[config.mk]
export PLATFORM = sky130hd
export DESIGN_NAME = mem_stage_flat
export DESIGN_NICKNAME = d
export VERILOG_FILES = /design/src/rtl/mem_stage_if.sv /design/src/rtl/mem_stage.sv /design/src/flat_wrapper.sv
export SDC_FILE = /design/constraint.sdc
export NUM_CORES = 1
export LEC_CHECK = 0
export ABC_CLOCK_PERIOD_IN_PS = 4730
export BUFFER_PORTS_ARGS = -buffer_cell sky130_fd_sc_hd__buf_2
export CORE_UTILIZATION = 54
export DETAILED_ROUTE_END_ITERATION = 8
export PLACE_DENSITY = 0.86
export SETUP_SLACK_MARGIN = 0.1
export SYNTH_ARGS = -nofsm -noshare
export SYNTH_HDL_FRONTEND = slang
export SYNTH_SLANG_ARGS = --single-unit
[constraint.sdc]
create_clock -name clk -period 4.73 [get_ports clk]
set_clock_uncertainty 0.2 [all_clocks]
set_input_delay 0.473 -clock clk [delete_from_list [all_inputs] [get_ports clk]]
set_output_delay 0.473 -clock clk [all_outputs]
set_load 0.01 [all_outputs]
[src/rtl/mem_stage_if.sv]
// mem_stage_if: data-memory req/ack bus between the MEM stage and data memory.
// master = MEM stage (drives req/we/addr/wdata/be), slave = memory (ack, rdata).
interface mem_stage_if #(
  parameter int WORD_SIZE = 32,
  parameter int ADDR_SIZE = 10
);
  logic                 dmem_req;
  logic                 dmem_we;
  logic [ADDR_SIZE-1:0] dmem_addr;
  logic [WORD_SIZE-1:0] dmem_wdata;
  logic [3:0]           dmem_be;
  logic                 dmem_ack;
  logic [WORD_SIZE-1:0] dmem_rdata;

  modport master (
    output dmem_req,
    output dmem_we,
    output dmem_addr,
    output dmem_wdata,
    output dmem_be,
    input  dmem_ack,
    input  dmem_rdata
  );

  modport slave (
    input  dmem_req,
    input  dmem_we,
    input  dmem_addr,
    input  dmem_wdata,
    input  dmem_be,
    output dmem_ack,
    output dmem_rdata
  );
endinterface

[src/rtl/mem_stage.sv]
// mem_stage: pipeline MEM stage; captures EX results, runs loads/stores on a
// req/ack data-memory bus, aligns/extends load data and strobes write-back.
// Ports: clk, rst_n (async, active low); ex_* capture bundle with
// ex_valid/ex_ready; dmem (mem_stage_if.master) memory bus; mem_fwd_* forward
// value to EX; load_pending for the hazard unit; wb_* write-back strobe/data.
// Option: MISALIGN_TRAP_EN adds a misalign output and suppresses misaligned
// accesses; without it, halfword/word offsets are forced aligned.
module mem_stage #(
  parameter int WORD_SIZE = 32,
  parameter int NUM_REGS  = 32,
  parameter int NUM_WORDS = 1024,
  parameter int REG_SEL   = $clog2(NUM_REGS),
  parameter int ADDR_SIZE = $clog2(NUM_WORDS)
) (
  input  logic                 clk,
  input  logic                 rst_n,
  input  logic                 ex_valid,
  output logic                 ex_ready,
  input  logic [WORD_SIZE-1:0] ex_result,
  input  logic [WORD_SIZE-1:0] ex_write_data,
  input  logic [REG_SEL-1:0]   ex_rd,
  input  logic                 ex_mem_read,
  input  logic                 ex_mem_write,
  input  logic                 ex_reg_write,
  input  logic [2:0]           ex_funct3,
  mem_stage_if.master          dmem,
  output logic [WORD_SIZE-1:0] mem_fwd_data,
  output logic [REG_SEL-1:0]   mem_fwd_rd,
  output logic                 mem_fwd_valid,
  output logic                 load_pending,
`ifdef MISALIGN_TRAP_EN
  output logic                 misalign,
`endif
  output logic                 wb_valid,
  output logic                 wb_reg_write,
  output logic [REG_SEL-1:0]   wb_rd,
  output logic [WORD_SIZE-1:0] wb_data
);

  localparam logic [0:0] IDLE = 1'b0;
  localparam logic [0:0] REQ  = 1'b1;

  logic [0:0] state;

  logic       accept;
  logic       is_mem;
  logic       issue;
  logic       is_load;
  logic [1:0] a;

  logic                 st_b;
  logic                 st_h;
  logic [1:0]           off;
  logic [3:0]           be_n;
  logic [WORD_SIZE-1:0] wdata_n;

  logic                 cap_load;
  logic                 cap_reg_write;
  logic [2:0]           cap_funct3;
  logic [1:0]           cap_off;

  logic                 ld_b;
  logic                 ld_h;
  logic                 ld_sext;
  logic [7:0]           ld_byte;
  logic [15:0]          ld_half;
  logic [WORD_SIZE-1:0] ld_data;

  assign ex_ready = (state == IDLE);
  assign accept   = ex_valid && ex_ready;
  assign is_mem   = ex_mem_read || ex_mem_write;
  assign is_load  = ex_mem_read && !ex_mem_write;
  assign a        = ex_result[1:0];

`ifdef MISALIGN_TRAP_EN
  logic mis;

  always_comb begin
    mis = 1'b0;
    if (is_mem) begin
      unique case (ex_funct3[1:0])
        2'b01:   mis = a[0];
        2'b10:   mis = (a != 2'b00);
        default: mis = 1'b0;
      endcase
    end
  end

  assign issue = is_mem && !mis;
`else
  assign issue = is_mem;
`endif

  // Byte lanes and replicated store data; the offset is also kept
  // so the load path can pick the same lane when ack returns.
  always_comb begin
    st_b    = (ex_funct3[1:0] == 2'b00);
    st_h    = (ex_funct3[1:0] == 2'b01);
    off     = 2'b00;
    be_n    = 4'b1111;
    wdata_n = ex_write_data;
    unique case (1'b1)
      st_b: begin
        off     = a;
        be_n    = 4'b0001 << a;
        wdata_n = {(WORD_SIZE/8){ex_write_data[7:0]}};
      end
      st_h: begin
        off     = {a[1], 1'b0};
        be_n    = 4'b0011 << {a[1], 1'b0};
        wdata_n = {(WORD_SIZE/16){ex_write_data[15:0]}};
      end
      default: ;
    endcase
  end

  assign ld_byte = dmem.dmem_rdata[{cap_off, 3'b000} +: 8];
  assign ld_half = dmem.dmem_rdata[{cap_off[1], 4'b0000} +: 16];
  assign ld_sext = !cap_funct3[2];

  always_comb begin
    ld_b    = (cap_funct3[1:0] == 2'b00);
    ld_h    = (cap_funct3[1:0] == 2'b01);
    ld_data = dmem.dmem_rdata;
    unique case (1'b1)
      ld_b: ld_data = {{(WORD_SIZE-8){ld_sext & ld_byte[7]}},
                       ld_byte};
      ld_h: ld_data = {{(WORD_SIZE-16){ld_sext & ld_half[15]}},
                       ld_half};
      default: ;
    endcase
  end

  always_ff @(posedge clk or negedge rst_n) begin
    if (!rst_n) begin
      state           <= IDLE;
      dmem.dmem_req   <= 1'b0;
      dmem.dmem_we    <= 1'b0;
      dmem.dmem_addr  <= '0;
      dmem.dmem_wdata <= '0;
      dmem.dmem_be    <= '0;
      cap_load        <= 1'b0;
      cap_reg_write   <= 1'b0;
      cap_funct3      <= '0;
      cap_off         <= '0;
      mem_fwd_data    <= '0;
      mem_fwd_rd      <= '0;
      mem_fwd_valid   <= 1'b0;
      load_pending    <= 1'b0;
`ifdef MISALIGN_TRAP_EN
      misalign        <= 1'b0;
`endif
      wb_valid        <= 1'b0;
      wb_reg_write    <= 1'b0;
      wb_rd           <= '0;
      wb_data         <= '0;
    end else begin
      wb_valid <= 1'b0;
`ifdef MISALIGN_TRAP_EN
      misalign <= 1'b0;
`endif
      if (state == IDLE) begin
        if (accept) begin
          cap_load      <= is_load;
          cap_reg_write <= ex_reg_write;
          cap_funct3    <= ex_funct3;
          cap_off       <= off;
          mem_fwd_data  <= ex_result;
          mem_fwd_rd    <= ex_rd;
          mem_fwd_valid <= ex_reg_write && !ex_mem_read;
          if (issue) begin
            state           <= REQ;
            dmem.dmem_req   <= 1'b1;
            dmem.dmem_we    <= ex_mem_write;
            dmem.dmem_addr  <= ex_result[ADDR_SIZE+1:2];
            dmem.dmem_wdata <= wdata_n;
            dmem.dmem_be    <= be_n;
            load_pending    <= is_load;
          end else begin
            // ALU op, or a trapped access: retire next cycle
            // without touching memory or the register file.
            wb_valid     <= 1'b1;
            wb_reg_write <= ex_reg_write && !is_mem;
            wb_rd        <= ex_rd;
            wb_data      <= ex_result;
`ifdef MISALIGN_TRAP_EN
            misalign     <= mis;
`endif
          end
        end else begin
          mem_fwd_valid <= 1'b0;
        end
      end else begin
        if (dmem.dmem_ack) begin
          state         <= IDLE;
          dmem.dmem_req <= 1'b0;
          load_pending  <= 1'b0;
          wb_valid      <= 1'b1;
          wb_reg_write  <= cap_reg_write && cap_load;
          wb_rd         <= mem_fwd_rd;
          wb_data       <= cap_load ? ld_data : mem_fwd_data;
        end
      end
    end
  end

endmodule
[src/flat_wrapper.sv]
// flat-port wrapper written by rule: the top's interface ports become plain ports
module mem_stage_flat 
#(
  parameter int WORD_SIZE = 32,
  parameter int NUM_REGS  = 32,
  parameter int NUM_WORDS = 1024,
  parameter int REG_SEL   = $clog2(NUM_REGS),
  parameter int ADDR_SIZE = $clog2(NUM_WORDS)
)
  (clk, rst_n, ex_valid, ex_ready, ex_result, ex_write_data, ex_rd, ex_mem_read, ex_mem_write, ex_reg_write, ex_funct3, mem_fwd_data, mem_fwd_rd, mem_fwd_valid, load_pending, wb_valid, wb_reg_write, wb_rd, wb_data, dmem_dmem_req, dmem_dmem_we, dmem_dmem_addr, dmem_dmem_wdata, dmem_dmem_be, dmem_dmem_ack, dmem_dmem_rdata);
  mem_stage_if #(.WORD_SIZE(WORD_SIZE), .ADDR_SIZE(ADDR_SIZE)) dmem_i ();
  input  logic clk;
  input  logic rst_n;
  input  logic ex_valid;
  output logic ex_ready;
  input  logic [WORD_SIZE-1:0] ex_result;
  input  logic [WORD_SIZE-1:0] ex_write_data;
  input  logic [REG_SEL-1:0] ex_rd;
  input  logic ex_mem_read;
  input  logic ex_mem_write;
  input  logic ex_reg_write;
  input  logic [2:0] ex_funct3;
  output logic [WORD_SIZE-1:0] mem_fwd_data;
  output logic [REG_SEL-1:0] mem_fwd_rd;
  output logic mem_fwd_valid;
  output logic load_pending;
  output logic wb_valid;
  output logic wb_reg_write;
  output logic [REG_SEL-1:0] wb_rd;
  output logic [WORD_SIZE-1:0] wb_data;
  output wire logic [$bits(dmem_i.dmem_req)-1:0] dmem_dmem_req;
  output wire logic [$bits(dmem_i.dmem_we)-1:0] dmem_dmem_we;
  output wire logic [$bits(dmem_i.dmem_addr)-1:0] dmem_dmem_addr;
  output wire logic [$bits(dmem_i.dmem_wdata)-1:0] dmem_dmem_wdata;
  output wire logic [$bits(dmem_i.dmem_be)-1:0] dmem_dmem_be;
  input wire logic [$bits(dmem_i.dmem_ack)-1:0] dmem_dmem_ack;
  input wire logic [$bits(dmem_i.dmem_rdata)-1:0] dmem_dmem_rdata;
  assign dmem_dmem_req = dmem_i.dmem_req;
  assign dmem_dmem_we = dmem_i.dmem_we;
  assign dmem_dmem_addr = dmem_i.dmem_addr;
  assign dmem_dmem_wdata = dmem_i.dmem_wdata;
  assign dmem_dmem_be = dmem_i.dmem_be;
  assign dmem_i.dmem_ack = dmem_dmem_ack;
  assign dmem_i.dmem_rdata = dmem_dmem_rdata;
  mem_stage #(.WORD_SIZE(WORD_SIZE), .NUM_REGS(NUM_REGS), .NUM_WORDS(NUM_WORDS), .REG_SEL(REG_SEL), .ADDR_SIZE(ADDR_SIZE)) u_core (.clk(clk), .rst_n(rst_n), .ex_valid(ex_valid), .ex_ready(ex_ready), .ex_result(ex_result), .ex_write_data(ex_write_data), .ex_rd(ex_rd), .ex_mem_read(ex_mem_read), .ex_mem_write(ex_mem_write), .ex_reg_write(ex_reg_write), .ex_funct3(ex_funct3), .dmem(dmem_i), .mem_fwd_data(mem_fwd_data), .mem_fwd_rd(mem_fwd_rd), .mem_fwd_valid(mem_fwd_valid), .load_pending(load_pending), .wb_valid(wb_valid), .wb_reg_write(wb_reg_write), .wb_rd(wb_rd), .wb_data(wb_data));
endmodule
-- Word level (Yosys, flattened, before mapping)
Index checks and enable logic that the tools add are counted.
- flip-flop bits (word level): 134
- bits in latches: 0
- memory bits (writable): 0
- ROM bits: 0
- word-level logic and storage cells: 80
- memories kept: 0
- $add $sub $neg: 0
- multipliers: 0
- div/mod/pow operators: 0
- order comparisons: 0
- equality and inequality tests: 4
- shift operators: 4
- muxes and demuxes: 33
- bitwise gates (word level): 3
- reduce and logical (&&, ||, !) cells: 18
- operators with widths (operator ; count):
    $mux W32 ; 5
    $pmux W32 S2 ; 2
    $shiftx A32 B6 Y16 ; 1
    $shiftx A32 B6 Y8 ; 1
    $mux W1 ; 20
    $mux W5 ; 4
    $reduce_and A3 Y1 ; 3
    $pmux W4 S2 ; 1
    $logic_and A1 B1 Y1 ; 5
    $eq A2 B1 Y1 const B ; 2
    $logic_not A1 Y1 ; 4
    $logic_not A2 Y1 ; 2
    $pmux W2 S2 ; 1
    $reduce_bool A2 Y1 ; 2
    $shl A1 B2 Y4 const A ; 1
    $shl A2 B2 Y4 const A ; 1
    $and A1 B1 Y1 ; 2
    $ne A2 B1 Y1 const B ; 1
    $ne A2 B2 Y1 const B ; 1
    $reduce_and A2 Y1 ; 1
    $logic_or A1 B1 Y1 ; 1
    $not A1 Y1 ; 1

-- Longest topological paths before layout
Gate-level depths: netlist (run 1).
- word-level depth: 6
- mapped depth: 8

-- Worst setup path before layout (run 1)
OpenSTA, ideal clock, no wires.
- kind: in2reg
- start: input port ex_valid
- end: register u_core.dmem.dmem_wdata[6]
- arrival: 1.595 ns
- data required time: 4.405 ns
- path slack: 2.811 ns
- cell stages on the path: 6
- buffers on the path: 3
- cells stage by stage: nor2b_1 > buf_4 > o21ai_1 > buf_2 > buf_2 > mux2_2
- longest elaborated chain between the ends: 2
- RTL lines (element ; line ; source):
    start: declaration ; flat_wrapper.sv:14 ; input logic ex_valid;
    $logic_and A1 B1 Y1 ; mem_stage.sv:70 ; assign accept = ex_valid && ex_ready;
    $reduce_and A3 Y1 (no source line) ; -- ;
    end signal: assignment ; mem_stage.sv:176 ; dmem.dmem_wdata <= wdata_n;
    end: declaration ; mem_stage_if.sv:19 ; output dmem_wdata,
No other way between the ends.
A chain may end at the register's enable or synchronous reset.

-- Worst setup path after layout (run 1)
- start: register u_core.cap_off[1]
- end: register u_core.wb_data[31]
- longest elaborated chain between the ends: 6
- elaborated cells on any way between the ends: 8
- those cells by class: 2 x shift; 4 x mux; 2 x bitwise
- RTL lines (element ; line ; source):
    start: declaration ; mem_stage.sv:60 ; logic [1:0] cap_off;
    start signal: assignment ; mem_stage.sv:145 ; cap_off <= '0;
    start signal: assignment ; mem_stage.sv:167 ; cap_off <= off;
    $shiftx A32 B6 Y16 / $shiftx A32 B6 Y8 (equally long branches) ; mem_stage.sv:118, mem_stage.sv:117 ;
    $and A1 B1 Y1, on equally long branches ; mem_stage.sv:128, mem_stage.sv:126 ;
    $pmux W32 S2 * ; mem_stage.sv:125 ; unique case (1'b1)
    $mux W32 * ; mem_stage.sv:201 ; wb_data <= cap_load ? ld_data : mem_fwd_data;
    $mux W32 * ; mem_stage.sv:194 ; if (dmem.dmem_ack) begin
    $mux W32 * ; mem_stage.sv:162 ; if (state == IDLE) begin
    end signal: assignment ; mem_stage.sv:185 ; wb_data <= ex_result;
    end signal: assignment ; mem_stage.sv:201 ;
    end: declaration ; mem_stage.sv:37 ; output logic [WORD_SIZE-1:0] wb_data
Mark *: on every way between the ends. The rest lies on a longest branch, timed or not. The select of a mux whose other input is x is not followed.

==> results of run 1 <==
-- through the flow --
stage               instances  hold slack [ns]
CTS                      1026           0.0480
detailed placement       1000            0.266
finish                   1027           0.0537
global route             1027           0.0673
global placement         1000            0.257
floorplan                 664          -0.0226
-- logic make-up after synthesis --
family / share of synthesized area [%]
AO/OA/AOI/OAI: 18.8
buffers and inverters: 4.14
flip-flops: 51.6
multiplexers: 10.8
AND/OR/NAND/NOR: 14.7
-- synth_stat cells (all sizes together) --
cell type / number
mux4: 1
a22oi: 16
o22ai: 24
a22o: 2
a32o: 1
a221oi: 25
dfrtp: 134
and2: 1
mux2: 28
nor4b: 2
nor3b: 1
a21o: 8
o211ai: 1
inv: 7
nor2b: 1
o31ai: 2
o32ai: 8
a311oi: 1
buf: 21
nor2: 44
mux2i: 36
nor3: 8
a31oi: 7
o32a: 7
nand2b: 3
nand3: 1
nand2: 175
or3: 1
clkbuf: 27
a21boi: 1
o21ai: 50
a21oi: 20
-- power by group through the flow --
stage	registers (mW)	logic, mW	clock network [mW]
2_1_floorplan	1.75	0.568	0
3_3_place_gp	1.68	1.13	0
3_5_place_dp	1.68	1.16	0
4_1_cts	1.67	1.17	1.13
5_1_grt	1.70	1.27	1.18
6_report	1.67	1.17	1.11
-- area by class of cell --
cell class / instances / area [um^2] / area share (%)
sequential: 134 / 3350 / 41.1
multi-input combinational: 475 / 2900 / 35.5
timing repair buffer: 242 / 1230 / 15.1
clock buffer: 25 / 475 / 5.82
tap: 143 / 179 / 2.19
inverter: 7 / 26.3 / 0.322
antenna: 1 / 2.50 / 0.0306
-- timing repair --
item | in CTS | in global routing
hold buffers | 1 | 0
endpoints found under the hold margin | 93 | 0
endpoints found under the setup margin | 0 | 0
-- flip-flops by register name, indices dropped and copies added, names as in the netlist, 2 cells and up --
| signal | cells |
|---|---|
| u_core.dmem.dmem_addr | 10 |
| u_core.wb_rd | 5 |
| u_core.dmem.dmem_be | 4 |
| u_core.mem_fwd_rd | 5 |
| u_core.cap_funct3 | 3 |
| u_core.mem_fwd_data | 32 |
| u_core.cap_off | 2 |
| u_core.dmem.dmem_wdata | 32 |
| u_core.wb_data | 32 |
-- layer usage --
| metal | GRT usage, % | vias to the layer above | routed length, um | share of wire (%) |
|---|---|---|---|---|
| met3 | 9.15 | 58 | 1920 | 9.9 |
| met4 | 15.0 | 0 | 688 | 3.6 |
| met2 | 52.0 | 385 | 9280 | 48 |
| met5 | 0 | - | 0 | 0 |
| met1 | 39.5 | 2901 | 7470 | 39 |
| li1 | - | 2785 | - | - |
-- worst min path at each step --
stage | start | cells after the start | to
finish | ex_rd[1] | 3 | u_core.mem_fwd_rd[1]
detailed placement | u_core.dmem.dmem_be[3] | 2 | u_core.dmem.dmem_be[3]
CTS | ex_rd[1] | 3 | u_core.mem_fwd_rd[1]
floorplan | rst_n | 0 | u_core.cap_funct3[0]
global route | ex_rd[4] | 3 | u_core.mem_fwd_rd[4]
global placement | u_core.cap_reg_write | 2 | u_core.cap_reg_write
-- cell usage in the layout (no fill, tap or decap), types with 2 or more instances in the layout --
cell / n
a21o_1: 8
a22o_1: 2
o21ai_4: 2
o32ai_1: 8
a221oi_2: 8
inv_1: 5
buf_2: 236
o31ai_1: 2
dfrtp_1: 133
nor3_1: 8
buf_4: 4
mux2i_1: 36
clkbuf_16: 17
a22oi_1: 16
clkbuf_8: 2
o32a_1: 7
a221oi_1: 17
nor2_1: 42
mux2_2: 27
o21ai_0: 47
nand2_1: 174
nand2b_1: 3
clkbuf_1: 6
a31oi_1: 7
o22ai_1: 24
a21oi_1: 19
inv_2: 2
-- critical path: stages, from the launching register on --
cell and delay (ns):
dfrtp_1 0.93, mux2_2 0.43, mux2_2 0.30, a21oi_4 0.52, a221oi_1 0.17
==> results by group, run 1 <==
Power
  – Switch Pwr: 1.34 mW
  – Reg power frac: 42.4%
  – Max rail drop VDD: 323 uV
  – Clk network pwr share: 28.1%
  – Total Power: 3.95 mW
  – Leak: 4.04 nW
  – Int Pwr: 2.61 mW
  – Gate power share: 29.5%
  – PwrDens: 484 nW/um^2
  – Switching Fraction: 33.9%

Logic synthesis
  – Area contributors post-synth: dfrtp_1, nand2_1, mux2i_1, mux2_2, o21ai_0
  – Register bit total from synthesis: 134
  – Syn Area/Cell: 9.79 um^2
  – Synth unique cells: 43
  – Syn Nets: 775
  – Area leader, netlist: dfrtp_1
  – Sequential area share after synthesis: 51.6%
  – Mapped Area: 6500 um^2
  – Synth top area share: 51.6%
  – Yosys warnings: 0
  – Cells after Synth: 664

Run
  – Max_cap viols: 0

CTS
  – CTS tree: built
  – # Post-CTS Setup Buffers: 0
  – Worst-Skew Late Latency: 0.43 ns
  – CTS H-tree depth: 4
  – Clk sinks: 134
  – CTS clk-pin slew, worst paths: 0.05 ns
  – CTS buffer count: 17
  – Clock Path Buffers: 2
  – Clk root buf: clkbuf_16
  – Post-cts sizing count: 0

Layout
  – Final Util: 70.6%
  – Total Nets Final: 988
  – Fraction of layout cells with a size suffix above 1: 34.9%
  – Synth-to-Final Area Change: 25.7%
  – Design area: 8170 um^2
  – Filler cell count: 880

Global route
  – Grt total ovfl: 0
  – Vias in the first global route: 6070
  – GRT Overall Usage: 32.0%
  – Largest net degree at the start of global routing: 95
  – First-pass GRT wire length: 30800 um
  – Initial antenna violation count: 1

Critical path
  – Critical path peak fanout: 20
  – Crit path to: u_core.wb_data[31]
  – Worst Path Arrival: 2.77 ns
  – WP data required: 4.78 ns
  – Critical R2R Capture: u_core.wb_data[31]
  – R2r startpoint: u_core.cap_off[1]
  – Crit path launch type: register
  – Worst reg2reg path depth: 4
  – WS Path Type: register to register
  – Worst Setup End Kind: register
  – R2R Setup Slk: 2.01 ns
  – Crit path launch: u_core.cap_off[1]

STA
  – Setup_tns: 0 ns
  – Unrepaired setup endpoints after global routing: no
  – Period minus WS final: 2.72 ns
  – Slew HR: 35.5%
  – Final hold violation count: 0
  – Setup WS post-layout: 2.01 ns
  – Fin crit share: 57.5%
  – Actual slew at the worst max-slew pin: 0.967 ns
  – Setup violators final: 0
  – Final max-slew violation count: 0
  – Fmax: 0.367 GHz

Place
  – Post-place setup slack: 2.07 ns
  – IO Port Bufs: 237
  – Post-DP HPWL: 13600 um
  – Placed instance area: 7680 um^2
  – GPL Wtd Cong: 0.907

Floorplanning
  – Io pins: 238
  – Initial core utilization: 56.2%
  – Die Y: 112 um
  – Die Area: 12500 um^2
  – # rows: 39
  – Die width: 112 um
  – Core Box Area: 11600 um^2

Routing
  – DRT Pass-1 Iters: 9
  – Starting DRT DRC Count: 646
  – DRC errors left: 18
  – Via density: 5.97
  – Detailed-route via count: 6129
  – WL final: 19400 um
  – Routed wire per std cell: 18.8 um
  – Antenna-violating nets left: 0

Run status
  – Status: complete, but fails checks
  – Failing checks: DRC

Worst hold path
  – HP Class: input pin to register
Note: power is estimated with default switching activity, not from simulation.
==> run 2: changes to the inputs <==
--- a/config.mk
+++ b/config.mk
@@ -5,11 +5,11 @@
 export SDC_FILE = /design/constraint.sdc
 export NUM_CORES = 1
 export LEC_CHECK = 0
-export ABC_CLOCK_PERIOD_IN_PS = 4730
+export ABC_CLOCK_PERIOD_IN_PS = 2800
 export BUFFER_PORTS_ARGS = -buffer_cell sky130_fd_sc_hd__buf_2
-export CORE_UTILIZATION = 54
+export CORE_UTILIZATION = 50
 export DETAILED_ROUTE_END_ITERATION = 8
-export PLACE_DENSITY = 0.86
+export PLACE_DENSITY = 0.81
 export SETUP_SLACK_MARGIN = 0.1
 export SYNTH_ARGS = -nofsm -noshare
 export SYNTH_HDL_FRONTEND = slang
==> constraint.sdc (replaced) <==
create_clock -name clk -period 2.8 [get_ports clk]
set_clock_uncertainty 0.2 [all_clocks]
set_input_delay 0.28 -clock clk [delete_from_list [all_inputs] [get_ports clk]]
set_output_delay 0.28 -clock clk [all_outputs]
set_load 0.01 [all_outputs]
==> run 2 against run 1 <==
Compared with the run above:
- flip-flop and latch count is the same
- wire length grew 16%
- critical path type unchanged
- setup slack lost 1.6 ns
- final area grew 11%
- the flow now finishes without violations
- total power grew 76%
- global-route usage grew 2.7 points
- hold slack lost 0.023 ns
- clock-buffer cell count grew 1
- sequential power grew 69%
- first-iteration DRC count grew 3.4%
==> results by group, run 2 (synthesis results as in run 1) <==
Run status
  – Status: complete, no violations

Power
  – Max rail drop VDD: 351 uV (+8.7%)
  – Int Pwr: 4.56 mW (+75%)
  – Gate power share: 31.1% (+1.6 points)
  – Clk network pwr share: 28.4% (+0.3 points)
  – Leak: 4.44 nW (+9.8%)
  – PwrDens: 765 nW/um^2 (+58%)
  – Reg power frac: 40.5% (-1.9 points)
  – Switch Pwr: 2.41 mW (+80%)
  – Switching Fraction: 34.6% (+0.64 points)

STA
  – Fmax: 0.418 GHz (+14%)
  – Final hold violation count: 0 (unchanged)
  – Setup_tns: 0 ns (unchanged)
  – Period minus WS final: 2.39 ns (-0.330 ns)
  – Fin crit share: 85.4% (+28 points)
  – Setup violators final: 0 (unchanged)
  – Slew HR: 53.0% (+17 points)
  – Unrepaired setup endpoints after global routing: no
  – Actual slew at the worst max-slew pin: 0.705 ns (-0.262 ns)
  – Final max-slew violation count: 0 (unchanged)
  – Min Hold Slack: 0.0307 ns (-0.0230 ns)

Global route
  – Initial antenna violation count: 2 (+1)
  – Largest net degree at the start of global routing: 73 (-23%)
  – Grt total ovfl: 0 (unchanged)
  – Vias in the first global route: 6827 (+12%)
  – GRT Overall Usage: 34.7% (+2.7 points)
  – First-pass GRT wire length: 35100 um (+14%)

CTS
  – Post-cts sizing count: 0 (unchanged)
  – Clk sinks: 134 (unchanged)
  – Worst-Skew Late Latency: 0.41 ns (-0.02 ns)
  – CTS Hold Bufs: 74 (+73)
  – # Post-CTS Setup Buffers: 0 (unchanged)
  – Clock Path Buffers: 2 (unchanged)
  – CTS clk-pin slew, worst paths: 0.06 ns (about the same)
  – Clk root buf: clkbuf_16
  – CTS H-tree depth: 4 (unchanged)
  – CTS buffer count: 17 (unchanged)
  – CTS tree: built

Critical path
  – Worst reg2reg path depth: 5 (+1)
  – R2R Setup Slk: 0.41 ns (-1.60 ns)
  – Crit path launch type: register
  – WP data required: 2.91 ns (-1.87 ns)
  – Worst Setup End Kind: register
  – Critical path's slowest cell: nor2_1
  – Critical R2R Capture: u_core.wb_data[10]
  – Slowest stage delay, CP: 0.57 ns (-0.36 ns)
  – R2r startpoint: u_core.state
  – WS Path Type: register to register
  – Crit path cell chain: buf_4 -> inv_2 -> nor2_1 -> a221oi_1 -> o32ai_1
  – Worst Path Arrival: 2.50 ns (-0.27 ns)
  – Critical path peak fanout: 25 (+25%)

Worst hold path
  – Hold path depth: 3 (unchanged)
  – Worst hold path endpoint: u_core.cap_load
  – HP Start: ex_mem_read
  – HP Class: input pin to register

Floorplanning
  – Die Y: 116 um (+3.9%)
  – Die Area: 13500 um^2 (+7.9%)
  – # rows: 41 (+5.1%)
  – Initial core utilization: 51.3% (-4.9 points)
  – Io pins: 238 (unchanged)
  – Die width: 116 um (+3.9%)
  – Core Box Area: 12700 um^2 (+9.6%)

Routing
  – Antenna-violating nets left: 0 (unchanged)
  – Starting DRT DRC Count: 668 (+3.4%)
  – Routed wire per std cell: 19.7 um (+4.3%)
  – Detailed-route via count: 6692 (+9.2%)
  – DRC errors left: 0 (-18)
  – DRT Pass-1 Iters: 5 (-4)
  – Via density: 5.83 (-2.2%)
  – WL final: 22500 um (+16%)

Layout
  – Fraction of layout cells with a size suffix above 1: 33.4% (-1.5 points)
  – Largest registers: u_core.dmem.dmem_wdata (32), u_core.mem_fwd_data (32), u_core.wb_data (32)
  – Commonest non-fill, non-tap cell in the layout: buf_2
  – Synth-to-Final Area Change: 40.0%
  – Total Nets Final: 1073 (+8.6%)
  – Commonest non-fill, non-tap cells in the layout: buf_2, nand2_1, dfrtp_1, dlygate4sd3_1, o21ai_0

Place
  – GPL Wtd Cong: 0.891 (-1.7%)
  – Post-DP HPWL: 14400 um (+6.3%)
  – IO Port Bufs: 237 (unchanged)

Run
  – Max_cap viols: 0 (unchanged)
==> run 2: how the worst max path moves through the flow <==
stage / endpoint / startpoint / cells past startpoint
after floorplan: u_core.wb_data[19] / u_core.cap_off[1] / 6
after global placement: u_core.wb_data[17] / u_core.cap_off[1] / 4
after detailed placement: u_core.wb_data[31] / u_core.cap_off[1] / 4
after CTS: u_core.wb_data[31] / u_core.cap_off[1] / 4
after global routing: u_core.wb_data[8] / u_core.state / 5
final: u_core.wb_data[10] / u_core.state / 5
==> run 2: final cells by class <==
type                            instances  area (um^2)
Fill cell                             891         3570
Sequential cell                       134         3350
Multi-Input combinational cell        475         2900
Timing Repair Buffer                  327         2090
Clock buffer                           26          489
Tap cell                              172          215
Inverter                                7         26.3
Clock inverter                          4         22.5
Antenna cell                            2         5.00
==> run 2: through the flow <==
step / worst slack (ns) / util, % / total power [mW] / std cells / instance area, um^2
after floorplan: 0.940 / - / 3.91 / 664 / 6500
after global placement: 0.537 / 61.9 / 4.80 / 1041 / 7850
after detailed placement: 0.424 / 61.9 / 4.86 / 1041 / 7850
after CTS: 0.426 / 71.8 / 6.91 / 1145 / 9100
after global routing: 0.284 / 71.8 / 7.33 / 1147 / 9100
final: 0.408 / 71.8 / 6.97 / 1147 / 9100
==> run 2: power by group through the flow <==
stage | Combinational [mW] | Sequential (mW) | Clock (mW)
after global placement | 1.98 | 2.82 | 0
final | 2.17 | 2.82 | 1.98
after CTS | 2.12 | 2.80 | 1.99
after detailed placement | 2.04 | 2.83 | 0
after floorplan | 0.959 | 2.95 | 0
after global routing | 2.38 | 2.86 | 2.09
==> run 2: critical path, delay by kind of cell, from the launching register on <==
family,cells,cell delay (ns)
flip-flops,1,0.56
buffers and inverters,2,0.62
AND/OR/NAND/NOR,1,0.57
AO/OA/AOI/OAI,2,0.32
==> run 2: per-layer routing <==
| metal | GRT usage, % | vias up | share of wire, % |
|---|---|---|---|
| met1 | 39.8 | 3159 | 37 |
| met4 | 22.5 | 0 | 5.4 |
| met3 | 9.68 | 104 | 9.4 |
| met2 | 57.1 | 466 | 48 |
| li1 | - | 2963 | - |
| met5 | 0 | - | 0 |
